--- config.mk ---
export PLATFORM = sky130hd
export DESIGN_NAME = sram_fifo_ctrl
export DESIGN_NICKNAME = d
export VERILOG_FILES = /design/src/rtl/sram_fifo_ctrl.sv
export SDC_FILE = /design/constraint.sdc
export NUM_CORES = 1
export LEC_CHECK = 0
export CAP_MARGIN = 20
export CORE_AREA = 2 2 144 146
export DETAILED_ROUTE_END_ITERATION = 7
export DIE_AREA = 0 0 146 148
export HOLD_SLACK_MARGIN = 0.05
export PLACE_DENSITY = 0.92
export SLEW_MARGIN = 15
export SYNTH_ARGS = -nofsm -noshare
export SYNTH_HDL_FRONTEND = slang
export SYNTH_SLANG_ARGS = --single-unit
--- constraint.sdc ---
create_clock -name clk -period 7.78 [get_ports clk]
set_input_delay 1.167 -clock clk [delete_from_list [all_inputs] [get_ports clk]]
set_output_delay 1.167 -clock clk [all_outputs]
set_load 0.02 [all_outputs]
--- src/rtl/sram_fifo_ctrl.sv ---
// -----------------------------------------------------------------------------
// sram_fifo_ctrl
//   Streaming valid/ready FIFO built around a 1024x64 two-port SRAM macro.
//   Pushes are written to the macro write port. Words are prefetched from the
//   read port into a 2-entry registered output buffer, and the head of that
//   buffer drives out_data/out_valid.
//
//   Optional feature (compile-time macro SRAM_FIFO_BYPASS_EN):
//     When the macro is defined, a push that finds the SRAM and the read
//     pipeline empty is written straight into the output buffer, so the word
//     appears one cycle later. When it is undefined, every word passes through
//     the SRAM and no bypass logic exists.
//
// Ports
//   clk, rst              clock (also the macro clock); synchronous active-high reset
//   in_valid/in_ready     push handshake, in_data is the push word
//   out_valid/out_ready   pop handshake, out_data is the registered head word
//   level                 words held: SRAM + read in flight + output buffer
//   sram_aa/d/bweb/web    macro write port (web is active-low)
//   sram_ab/reb/q         macro read port (reb is active-low, q valid the
//                         cycle after the read)
//   sram_rtsel/wtsel/mtsel  timing selects, tied to TSEL
// -----------------------------------------------------------------------------
module sram_fifo_ctrl #(
  parameter int          DW   = 64,
  parameter int          AW   = 10,
  parameter logic [1:0]  TSEL = 2'b01
) (
  input  logic          clk,
  input  logic          rst,
  input  logic          in_valid,
  output logic          in_ready,
  input  logic [DW-1:0] in_data,
  output logic          out_valid,
  input  logic          out_ready,
  output logic [DW-1:0] out_data,
  output logic [AW+1:0] level,
  output logic [AW-1:0] sram_aa,
  output logic [DW-1:0] sram_d,
  output logic [DW-1:0] sram_bweb,
  output logic          sram_web,
  output logic [AW-1:0] sram_ab,
  output logic          sram_reb,
  input  logic [DW-1:0] sram_q,
  output logic [1:0]    sram_rtsel,
  output logic [1:0]    sram_wtsel,
  output logic [1:0]    sram_mtsel
);

  // mem_cnt needs one extra bit to represent a completely full macro
  localparam logic [AW:0] MEM_FULL = {1'b1, {AW{1'b0}}};

  // ---------------------------------------------------------------------------
  // State
  // ---------------------------------------------------------------------------
  logic [AW-1:0] wptr_q, wptr_d;
  logic [AW-1:0] rptr_q, rptr_d;
  logic [AW:0]   mem_cnt_q, mem_cnt_d;     // words written and not yet read
  logic          rd_inflight_q, rd_inflight_d;
  logic [1:0]    obuf_cnt_q, obuf_cnt_d;   // output buffer occupancy, 0..2
  logic [DW-1:0] head_q, head_d;           // output buffer entry 0 (drives out_data)
  logic [DW-1:0] tail_q, tail_d;           // output buffer entry 1
  logic [AW+1:0] level_q, level_d;

  // ---------------------------------------------------------------------------
  // Handshake / control
  // ---------------------------------------------------------------------------
  logic          push;        // accepted push
  logic          push_sram;   // accepted push that is written to the macro
  logic          pop;         // accepted pop
  logic          rd_issue;    // read issued to the macro this cycle
  logic [2:0]    occ;         // buffer entries committed after this cycle's pop
  logic [1:0]    obuf_left;   // buffer occupancy after this cycle's pop
  logic          ld_en;       // a word is written into the output buffer
  logic [DW-1:0] ld_word;
`ifdef SRAM_FIFO_BYPASS_EN
  logic          byp;         // push goes straight to the output buffer
`endif

  always_comb begin
    out_valid = (obuf_cnt_q != 2'd0);
    pop       = out_valid && out_ready;
    in_ready  = !rst && (mem_cnt_q < MEM_FULL);
    push      = in_valid && in_ready;

    // Count the read in flight as a used slot so a prefetch never overruns
    // the 2-entry buffer. A pop in the same cycle frees a slot right away,
    // which keeps 1 word/cycle streaming going.
    occ       = {1'b0, obuf_cnt_q} + {2'b00, rd_inflight_q} - {2'b00, pop};
    // mem_cnt only counts writes from earlier cycles, so a read never
    // targets the address being written in the same cycle.
    rd_issue  = !rst && (mem_cnt_q != '0) && (occ < 3'd2);

`ifdef SRAM_FIFO_BYPASS_EN
    // Bypass only when nothing older sits in the SRAM or the read pipe, so
    // ordering is kept. rd_issue is 0 in that case (mem_cnt==0).
    byp       = push && (mem_cnt_q == '0) && !rd_inflight_q && (occ < 3'd2);
    push_sram = push && !byp;
    ld_en     = rd_inflight_q || byp;
    ld_word   = rd_inflight_q ? sram_q : in_data;
`else
    push_sram = push;
    ld_en     = rd_inflight_q;
    ld_word   = sram_q;
`endif
  end

  // ---------------------------------------------------------------------------
  // Next state
  // ---------------------------------------------------------------------------
  always_comb begin
    wptr_d        = wptr_q;
    rptr_d        = rptr_q;
    mem_cnt_d     = mem_cnt_q;
    rd_inflight_d = rd_issue;
    level_d       = level_q;
    head_d        = head_q;
    tail_d        = tail_q;
    obuf_left     = obuf_cnt_q - {1'b0, pop};

    // Pointers wrap naturally at 2**AW
    if (push_sram) wptr_d = wptr_q + 1'b1;
    if (rd_issue)  rptr_d = rptr_q + 1'b1;

    unique case ({push_sram, rd_issue})
      2'b10:   mem_cnt_d = mem_cnt_q + 1'b1;
      2'b01:   mem_cnt_d = mem_cnt_q - 1'b1;
      default: mem_cnt_d = mem_cnt_q;
    endcase

    unique case ({push, pop})
      2'b10:   level_d = level_q + 1'b1;
      2'b01:   level_d = level_q - 1'b1;
      default: level_d = level_q;
    endcase

    // Output buffer: shift on pop, then load at the first free slot.
    // The head is left untouched when the buffer drains, so out_data keeps
    // showing the last word while out_valid is low.
    if (pop && (obuf_cnt_q == 2'd2)) head_d = tail_q;
    if (ld_en) begin
      if (obuf_left == 2'd0) head_d = ld_word;
      else                   tail_d = ld_word;
    end
    obuf_cnt_d = obuf_left + {1'b0, ld_en};
  end

  always_ff @(posedge clk) begin
    if (rst) begin
      wptr_q        <= '0;
      rptr_q        <= '0;
      mem_cnt_q     <= '0;
      rd_inflight_q <= 1'b0;   // drops any read in flight
      obuf_cnt_q    <= '0;
      head_q        <= '0;
      tail_q        <= '0;
      level_q       <= '0;
    end else begin
      wptr_q        <= wptr_d;
      rptr_q        <= rptr_d;
      mem_cnt_q     <= mem_cnt_d;
      rd_inflight_q <= rd_inflight_d;
      obuf_cnt_q    <= obuf_cnt_d;
      head_q        <= head_d;
      tail_q        <= tail_d;
      level_q       <= level_d;
    end
  end

  // ---------------------------------------------------------------------------
  // Outputs
  // ---------------------------------------------------------------------------
  assign out_data   = head_q;
  assign level      = level_q;

  assign sram_aa    = wptr_q;
  assign sram_d     = in_data;
  assign sram_bweb  = '0;
  assign sram_web   = !push_sram;
  assign sram_ab    = rptr_q;
  assign sram_reb   = !rd_issue;
  assign sram_rtsel = TSEL;
  assign sram_wtsel = TSEL;
  assign sram_mtsel = TSEL;

endmodule

Word level (Yosys, flattened, before mapping)

Cells that the tools add are included.

Bits of input ports: 132
Logic and storage cells: 46
Register bits after elaboration: 174
Output and inout bits: 234

Order comparisons: 2
Add/sub/neg operators: 10
Reduce and logical (&&, ||, !) cells: 15
Equality and inequality tests: 5
Bitwise logic cells: 1
Multiplexer cells: 5

Operators by type and width:

| kind                                                | number |
|---|---|
| 2-to-1 mux 64 bit                                   | 3 |
| case mux 12 bit (2 select lines)                    | 1 |
| case mux 11 bit (2 select lines)                    | 1 |
| adder 10 x 1 -> 10 bit, second input constant       | 2 |
| adder 12 x 1 -> 12 bit, second input constant       | 1 |
| subtractor 12 x 1 -> 12 bit, second input constant  | 1 |
| adder 11 x 1 -> 11 bit, second input constant       | 1 |
| < comparator 11 bit, second input constant          | 1 |
| nonzero test 11 bit                                 | 1 |
| subtractor 11 x 1 -> 11 bit, second input constant  | 1 |
| equality test 2 bit, second input constant          | 3 |
| logical AND 1 bit                                   | 6 |
| nonzero test 2 bit                                  | 3 |
| equality test 2 x 1 -> 1 bit, second input constant | 2 |
| adder 2 x 1 -> 3 bit                                | 1 |
| logical NOT 1 bit                                   | 3 |
| < comparator 3 x 2 -> 1 bit, second input constant  | 1 |
| subtractor 3 x 1 -> 3 bit                           | 1 |
| adder 2 x 1 -> 2 bit                                | 1 |
| logical NOT 2 bit                                   | 1 |
| AND reduction 2 bit                                 | 1 |
| subtractor 2 x 1 -> 2 bit                           | 1 |
| NOT 1 bit                                           | 1 |

Depth between registers and ports, before layout

Gate-level depths: netlist (run 1).

Depth after elaboration: 7
Mapped depth: 15
Depth with buffers taken out: 15

Worst setup path after synthesis (run 1)

Ideal clock, no wire load.

Path kind: in2reg
Start: input out_ready
End: register mem_cnt_q[7]
Path buffers: 0
Library setup time: 127 ps
Required time: 7653 ps
Arrival time: 4263 ps
Stages: 14
Path slack: 3390 ps
Path through: and2_1 > nor2b_1 > fa_1 > xnor2_1 > nand3b_1 > nor2_2 > ha_1 > ha_1 > a21oi_1 > nor2b_1 > a311o_1 > a31oi_1 > nor4_1 > or3_1

Longest elaborated chain between the ends: 6
Elaborated cells on any way between the ends: 8
Classes of those cells: 1 x add/sub; 1 x order compare; 2 x eq/ne; 1 x mux; 3 x reduce/logical

RTL lines:

| item                                                                          | line | source |
|---|---|---|
| start, declared                                                               | 35   | `input logic out_ready,` |
| logical AND 1 bit *                                                           | 82   | `pop = out_valid && out_ready;` |
| subtractor 3 x 1 -> 3 bit *                                                   | 89   | `occ = {1'b0, obuf_cnt_q} + {2'b00, rd_inflight_q} - {2'b00, pop};` |
| < comparator 3 x 2 -> 1 bit *                                                 | 92   | `rd_issue = !rst && (mem_cnt_q != '0) && (occ < 3'd2);` |
| logical AND 1 bit *                                                           | 92   |  |
| net rd_inflight_d                                                             | 59   | `logic rd_inflight_q, rd_inflight_d;` |
| equality test 2 x 1 -> 1 bit / equality test 2 bit (equally long branches)    | 125  | `unique case ({push_sram, rd_issue})` |
| case mux 11 bit (2 select lines) / nonzero test 2 bit (equally long branches) | n/a  |  |
| end signal, assigned                                                          | 161  | `mem_cnt_q <= mem_cnt_d;` |
| end, declared                                                                 | 58   | `logic [AW:0] mem_cnt_q, mem_cnt_d;` |

Mark *: on every way through the listed nets, which the timed path passes. The rest lies on a longest branch.
A chain may end at the register's enable or synchronous reset.

Final worst setup path (run 1)

Same ends and word-level chain as after synthesis.

==> qor.txt, run 1 <==
===========================================================================================
Vias in the first global route                                                         6611
Fillers                                                                                1789
Reg2Reg Setup Slack                                                                 3.26 ns
Avg Synthesized Cell Area                                                        8.47 sq um
Clock buffer depth                                                                        2
Leading register cell type out of synthesis                                    sky130_fd_sc_hd__dfxtp_1
Synthesis warning total                                                                   0
Maximum resistive drop on vdd                                                        188 uV
# H-tree levels                                                                           4
Startpoint of the worst register-to-register path                              obuf_cnt_q[1]
Initial antenna violation count                                                           0
Hold path startpoint                                                             tail_q[35]
Worst hold slack across all endpoints                                              0.454 ns
Post-CTS setup-driven buffer insertion count                                              0
Aggregate global-route resource usage                                                 18.2%
Area of the multi-input gates                                                    4260 sq um
Area inside the core boundary                                                   20000 sq um
Slowest cell on crit path                                                      sky130_fd_sc_hd__ha_1
Worst min path class                                                           flop to flop
Fin util                                                                              52.0%
Number of hold buffers added after cts                                                    0
Count of instances resized after the clock tree is built                                  0
Length in cells of the worst reg-to-reg path                                             15
Share of final-layout standard cells stronger than drive strength 1                   4.30%
Number of synthesized flops with an enable pin                                            0
Total gr overflow                                                                         0
Terminus of the critical flop-to-flop path                                     mem_cnt_q[7]
Number of port buffers                                                                  167
Drt total wl                                                                       20400 um
Peak per-stage delay on the critical path                                           0.52 ns
Achievable Freq                                                                   0.198 GHz
Synthesis-to-finish area growth                                                       18.9%
Worst slew pin tran                                                                0.945 ns
Number of sinks handled by clock tree synthesis                                         174
Number of I/O pins                                                                      366
Commonest cells after routing, fill and taps aside                             sky130_fd_sc_hd__dfxtp_1, sky130_fd_sc_hd__clkdlybuf4s50_1, sky130_fd_sc_hd__nand2_1
Startpoint type of the worst setup path                                        primary input
Power after layout                                                                  3550 uW
Setup violators final                                                                     0
Maximum fanout encountered on the critical timing path                                   11
Vias                                                                                   7086
Leakage power                                                                    0.00433 uW
Endpoint of the worst hold path                                                  tail_q[35]
Hold Crit Depth                                                                           2
Sequential fraction of the synthesis area                                             39.8%
Final Max Slew Viols                                                                      0
Number of optimization iterations in the first detailed-route pass                        5
Net count of the finished layout                                                       1262
Source-to-sink clock delay at the later pin of the worst-skew pair                  0.42 ns
Power Dens Cells                                                                340 nW/um^2
Leading cell type in the layout, fill and taps excluded                        sky130_fd_sc_hd__dfxtp_1
Post-Syn Instances                                                                     1034
Number of distinct library cells after synthesis                                         50
Cell-by-cell trace of the critical path                                        clkdlybuf4s50_1 -> and2_1 -> nor2b_1 -> fa_1 -> xnor2_1 -> nand3b_1 -> nor2_2 -> ha_1 -> ha_1 -> a21oi_1 -> nor2b_1 -> a311o_1 -> a31oi_1 -> nor4_1 -> or3_1
Final sum of negative setup slack                                                      0 ns
Count of max-cap constraint violations                                                    0
Post-synthesis register bit count                                                       174
Post-synthesis instance area                                                     8760 sq um
DR vias/cell                                                                           5.12
Post-route clock period utilization                                                   64.8%
Die width                                                                            146 um
Largest clock skew in the final design                                           0.00831 ns
Seq. cell area                                                                   3480 sq um
ANT nets after route                                                                      0
Vertical die dimension                                                               148 um
Largest net degree at the start of global routing                                       100
Number of buffers created by CTS                                                         17
Max-Slew Margin vs Limit                                                              37.0%
Residual DRC                                                                              0
Worst Setup End Kind                                                                   flop
Fraction of registers with async set or reset after synthesis                            0%
Clock tree root driver cell                                                    sky130_fd_sc_hd__clkbuf_16
Clock slew at reported path FFs                                                     0.07 ns
Std cell rows                                                                            52
Wire length of the first global-routing pass                                       32500 um
TritonCTS clock tree                                                                   done
Initial cell density of the core                                                      43.7%
Period minus WS final                                                               5.04 ns
Hold Vio Cnt, Final                                                                       0
Unrepaired setup endpoints after global routing                                       false
Final Wtd Congestion                                                                  0.859
DR WL/cell                                                                          14.7 um
Category of the most critical setup path                                       primary input to flop
Ant. Diodes                                                                               0
Run status                                                                     finished clean
Required time of the critical path                                                  8.08 ns
Data arrival time of the critical path                                              5.34 ns
Number of design-rule violations left by the first detailed-router iteration            293
Worst setup path startpoint                                                       out_ready
Die area                                                                        21600 sq um
Detailed placement HPWL                                                            13700 um
===========================================================================================
==> power breakdown <==
group          internal (uW)  leakage, uW  switching, uW
registers               1080      0.00141            127
clock network            431     0.000282            407
logic                    624      0.00264            876
total                   2140      0.00433           1410
==> worst max path at each step <==
| stage | endpoint | slack (ns) | cells past startpoint |
|---|---|---|---|
| global route | mem_cnt_q[7] | 2.50 | 15 |
| CTS | mem_cnt_q[7] | 2.81 | 15 |
| global placement | mem_cnt_q[7] | 2.56 | 15 |
| floorplan | mem_cnt_q[7] | 3.39 | 14 |
| finish | mem_cnt_q[7] | 2.74 | 15 |
| detailed placement | mem_cnt_q[7] | 2.37 | 15 |
==> area by class of cell <==
class | count | area share (%)
Clock buffer | 18 | 4.12
Tap cell | 270 | 3.24
Sequential cell | 174 | 33.4
Timing Repair Buffer | 172 | 16.4
Multi-Input combinational cell | 725 | 40.9
Inverter | 12 | 0.432
Clock inverter | 14 | 1.45
==> critical path, delay by kind of cell <==
| family | cells | cell delay [ns] |
|---|---|---|
| XOR/XNOR | 1 | 0.14 |
| AO/OA/AOI/OAI | 3 | 0.81 |
| adder cells (fa/ha/maj) | 3 | 1.31 |
| AND/OR/NAND/NOR | 7 | 1.41 |
| buffers and inverters | 1 | 0.49 |
==> sequential cells by signal, indices dropped and copies added (netlist names) <==
register and cells:
mem_cnt_q 11, level 12, obuf_cnt_q 2, ld_en 1
sram_ab 10, tail_q 64, out_data 64, sram_aa 10
==> stage by stage <==
stage | std cells | area (sq um) | setup WS [ns]
3_3_place_gp | 1353 | 9840 | 2.56
6_report | 1385 | 10400 | 2.74
4_1_cts | 1385 | 10400 | 2.81
3_5_place_dp | 1353 | 9840 | 2.37
5_1_grt | 1385 | 10400 | 2.50
2_1_floorplan | 1102 | 9020 | 3.39
==> per-layer routing <==
metal | GRT usage, % | vias to the layer above | wire [um]
met3 | 5.12 | 50 | 1220
met1 | 21.3 | 3347 | 8330
li1 | - | 3449 | -
met5 | 0 | - | 0
met4 | 7.77 | 0 | 599
met2 | 31.4 | 240 | 10200
==> synth_stat cells (2+ instances only) <==
library cell / count / area [sq um]
sky130_fd_sc_hd__nor3_1: 7 / 35.0
sky130_fd_sc_hd__conb_1: 2 / 7.51
sky130_fd_sc_hd__nor2_1: 106 / 398
sky130_fd_sc_hd__ha_1: 25 / 313
sky130_fd_sc_hd__clkbuf_1: 28 / 105
sky130_fd_sc_hd__o21ai_0: 5 / 25.0
sky130_fd_sc_hd__a211oi_1: 67 / 503
sky130_fd_sc_hd__fa_1: 3 / 60.1
sky130_fd_sc_hd__nor4_1: 4 / 25.0
sky130_fd_sc_hd__inv_1: 11 / 41.3
sky130_fd_sc_hd__o21a_1: 3 / 22.5
sky130_fd_sc_hd__or3_1: 3 / 18.8
sky130_fd_sc_hd__dfxtp_1: 174 / 3480
sky130_fd_sc_hd__a21boi_0: 2 / 15.0
sky130_fd_sc_hd__xnor2_1: 13 / 114
sky130_fd_sc_hd__o211ai_1: 3 / 22.5
sky130_fd_sc_hd__o32ai_1: 3 / 26.3
sky130_fd_sc_hd__xor2_1: 23 / 201
sky130_fd_sc_hd__or2_2: 3 / 18.8
sky130_fd_sc_hd__nand4_1: 5 / 31.3
sky130_fd_sc_hd__buf_2: 28 / 140
sky130_fd_sc_hd__a21oi_1: 89 / 445
sky130_fd_sc_hd__nor2b_1: 7 / 43.8
sky130_fd_sc_hd__nand3_1: 11 / 55.1
sky130_fd_sc_hd__nand3b_1: 2 / 15.0
sky130_fd_sc_hd__a21o_1: 5 / 37.5
sky130_fd_sc_hd__buf_4: 134 / 1010
sky130_fd_sc_hd__a31oi_1: 2 / 12.5
sky130_fd_sc_hd__and2_1: 4 / 25.0
sky130_fd_sc_hd__mux2i_1: 69 / 691
sky130_fd_sc_hd__and3_1: 9 / 56.3
sky130_fd_sc_hd__nand2_1: 166 / 623
==> logic make-up (layout without fill, tap and decap cells) <==
group                    count (synthesis)  in the layout  share of synthesized area (%)
flip-flops                             174            174                           39.8
buffers and inverters                  203            216                           14.8
XOR/XNOR                                36             36                           3.60
adder cells (fa/ha/maj)                 28             28                           4.26
multiplexers                            70             70                           8.01
AO/OA/AOI/OAI                          189            189                           13.6
AND/OR/NAND/NOR                        332            332                           15.8
other                                    2             70                         0.0857
No activity file was read; power rests on OpenSTA's default activity.
==> run 2, diff against run 1 <==
--- a/config.mk
+++ b/config.mk
@@ -6,11 +6,10 @@
 export NUM_CORES = 1
 export LEC_CHECK = 0
 export CAP_MARGIN = 20
-export CORE_AREA = 2 2 144 146
+export CORE_UTILIZATION = 43
 export DETAILED_ROUTE_END_ITERATION = 7
-export DIE_AREA = 0 0 146 148
 export HOLD_SLACK_MARGIN = 0.05
-export PLACE_DENSITY = 0.92
+export PLACE_DENSITY = 0.91
 export SLEW_MARGIN = 15
 export SYNTH_ARGS = -nofsm -noshare
 export SYNTH_HDL_FRONTEND = slang
==> constraint.sdc (replaced) <==
create_clock -name clk -period 4.9 [get_ports clk]
set_input_delay 0.735 -clock clk [delete_from_list [all_inputs] [get_ports clk]]
set_output_delay 0.735 -clock clk [all_outputs]
set_load 0.02 [all_outputs]
==> run 2 against run 1 <==
  * Non-clock buffer count is 5 higher
  * Sequential share of layout area is 0.084 points lower
  * Critical endpoint unchanged
  * Global-route usage is 0.88 points higher
  * Combinational power is 60% higher
==> qor.txt, run 2 (same netlist as run 1, synthesis figures left out) <==
===========================================================================================
Largest net degree at the start of global routing                                        82
Psw                                                                                 2230 uW
Initial antenna violation count                                                           0
Achievable Freq                                                                   0.231 GHz
Vertical die dimension                                                               145 um
Vias                                                                                   7022
Source-to-sink clock delay at the later pin of the worst-skew pair                  0.43 ns
Final Wtd Congestion                                                                  0.845
Number of buffers created by CTS                                                         17
Cell internal power dissipation                                                     3410 uW
Area inside the core boundary                                                   19700 sq um
Synthesis-to-finish area growth                                                       19.2%
Largest clock skew in the final design                                            0.0105 ns
Detailed placement HPWL                                                            13300 um
Initial cell density of the core                                                      44.4%
Aggregate global-route resource usage                                                 19.1%
Met3 WL                                                                             1460 um
Number of port buffers                                                                  167
Startpoint type of the worst setup path                                        primary input
Number of design-rule violations left by the first detailed-router iteration            316
Drt total wl                                                                       20000 um
Worst Setup End Kind                                                                   flop
Placement Setup Slack                                                              0.193 ns
Unrepaired setup endpoints after global routing                                       false
Maximum fanout encountered on the critical timing path                                   11
Net switching share of the total power                                                39.6%
Die width                                                                            145 um
Placed cells                                                                           1353
# H-tree levels                                                                           4
Max-Slew Margin vs Limit                                                              43.0%
Share of final-layout standard cells stronger than drive strength 1                   4.73%
Net count of the finished layout                                                       1267
Required time of the critical path                                                  5.20 ns
Hold Vio Cnt, Final                                                                       0
Post-route clock period utilization                                                   88.5%
Power after layout                                                                  5640 uW
Vias in the first global route                                                         6691
Worst min path class                                                           flop to flop
Number of hold buffers added after cts                                                    0
Number of optimization iterations in the first detailed-route pass                        5
DR vias/cell                                                                           5.07
Count of max-cap constraint violations                                                    0
Final sum of negative setup slack                                                      0 ns
Power share of the sequential group                                                   34.0%
Leading cell type in the layout, fill and taps excluded                        sky130_fd_sc_hd__dfxtp_1
Final Max Slew Viols                                                                      0
TritonCTS clock tree                                                                   done
Post-layout worst setup margin                                                     0.566 ns
Ant. Diodes                                                                               0
Total gr overflow                                                                         0
Count of instances resized after the clock tree is built                                  0
Power Dens Cells                                                                540 nW/um^2
Data arrival time of the critical path                                              4.64 ns
Clock slew at reported path FFs                                                     0.07 ns
Maximum resistive drop on vdd                                                        331 uV
Post-route non-filler standard cell count                                              1385
DR WL/cell                                                                          14.4 um
Die area                                                                        20900 sq um
Number of I/O pins                                                                      366
Category of the most critical setup path                                       primary input to flop
Clock buffer depth                                                                        2
Run status                                                                     finished clean
Std cell rows                                                                            51
Met2 WL                                                                             9660 um
Reg2Reg Setup Slack                                                                 0.66 ns
Met1 Routed Length                                                                  8170 um
Setup violators final                                                                     0
Clock tree root driver cell                                                    sky130_fd_sc_hd__clkbuf_16
Period minus WS final                                                               4.33 ns
Residual DRC                                                                              0
Wire length of the first global-routing pass                                       31700 um
Leakage power                                                                    0.00435 uW
Number of sinks handled by clock tree synthesis                                         174
Share of total power in the clock network                                             23.3%
Combinational share of power                                                          42.7%
Commonest cells after routing, fill and taps aside                             sky130_fd_sc_hd__dfxtp_1, sky130_fd_sc_hd__clkdlybuf4s50_1, sky130_fd_sc_hd__nand2_1
Post-CTS setup-driven buffer insertion count                                              0
Worst slew pin tran                                                                0.856 ns
ANT nets after route                                                                      0
Highest routed metal layer                                                             met4
===========================================================================================
run 2: cell count changes in the layout (fill, tap and decap cells not counted):
cell | before | now
sky130_fd_sc_hd__inv_6 | 1 | 2
sky130_fd_sc_hd__buf_4 | 5 | 10
sky130_fd_sc_hd__inv_8 | 6 | 5
sky130_fd_sc_hd__clkinvlp_4 | 1 | 3
sky130_fd_sc_hd__clkinv_4 | 4 | 2
run 2: metal layers:
layer  GRT usage (%)  vias up
li1                -     3450
met1            21.6     3264
met4            10.1        0
met2            32.3      248
met3            5.92       60
met5               0        -
run 2: through the flow:
step	hold slack [ns]	util, %	area [sq um]
2_1_floorplan	0.436	-	9020
3_3_place_gp	0.441	50.1	9870
3_5_place_dp	0.446	50.1	9870
4_1_cts	0.456	53.0	10400
5_1_grt	0.469	53.0	10400
6_report	0.453	53.0	10400
run 2: cell type report:
| cell class | count | area (sq um) |
|---|---|---|
| clock inverters | 14 | 146 |
| fillers | 1771 | 9270 |
| flip-flops and latches | 174 | 3480 |
| repair buffers | 177 | 1750 |
| multi-input cells | 725 | 4260 |
| well taps | 265 | 332 |
| clock buffers | 18 | 429 |
| inverters | 12 | 45.0 |
run 2: power groups by stage:
| stage | registers (uW) | logic [uW] | clock network (uW) |
|---|---|---|---|
| after global routing | 1960 | 2630 | 1410 |
| after global placement | 1940 | 2340 | 0 |
| final | 1920 | 2400 | 1310 |
| after CTS | 1920 | 2410 | 1350 |
| after floorplan | 2130 | 1500 | 0 |
| after detailed placement | 1950 | 2400 | 0 |
run 2: worst paths after layout:
| kind | startpoint | to | cells past startpoint |
|---|---|---|---|
| worst max-delay path | out_ready | mem_cnt_q[7] | 15 |
| worst min register to register | tail_q[1] | tail_q[1] | 2 |
| worst min-delay path | tail_q[1] | tail_q[1] | 2 |
| worst max register to register | obuf_cnt_q[1] | mem_cnt_q[7] | 15 |
run 2: worst max-delay path, cell delays in order:
cell,delay [ns]
sky130_fd_sc_hd__clkdlybuf4s50_1,0.49
sky130_fd_sc_hd__and2_1,0.21
sky130_fd_sc_hd__nor2b_1,0.15
sky130_fd_sc_hd__fa_1,0.41
sky130_fd_sc_hd__xnor2_1,0.14
sky130_fd_sc_hd__nand3b_1,0.15
sky130_fd_sc_hd__nor2_2,0.17
sky130_fd_sc_hd__ha_1,0.49
sky130_fd_sc_hd__ha_1,0.39
sky130_fd_sc_hd__a21oi_1,0.19
sky130_fd_sc_hd__nor2b_1,0.07
sky130_fd_sc_hd__a311o_1,0.38
sky130_fd_sc_hd__a31oi_1,0.22
sky130_fd_sc_hd__nor4_1,0.06
sky130_fd_sc_hd__or3_1,0.37
==> run 3, diff against run 2 <==
--- a/config.mk
+++ b/config.mk
@@ -10,7 +10,7 @@
 export DETAILED_ROUTE_END_ITERATION = 7
 export HOLD_SLACK_MARGIN = 0.05
 export PLACE_DENSITY = 0.91
-export SLEW_MARGIN = 15
+export SLEW_MARGIN = 0
 export SYNTH_ARGS = -nofsm -noshare
 export SYNTH_HDL_FRONTEND = slang
 export SYNTH_SLANG_ARGS = --single-unit
==> results of run 3 <==
No change in the layout: final DEF, timing and power equal those of run 2.
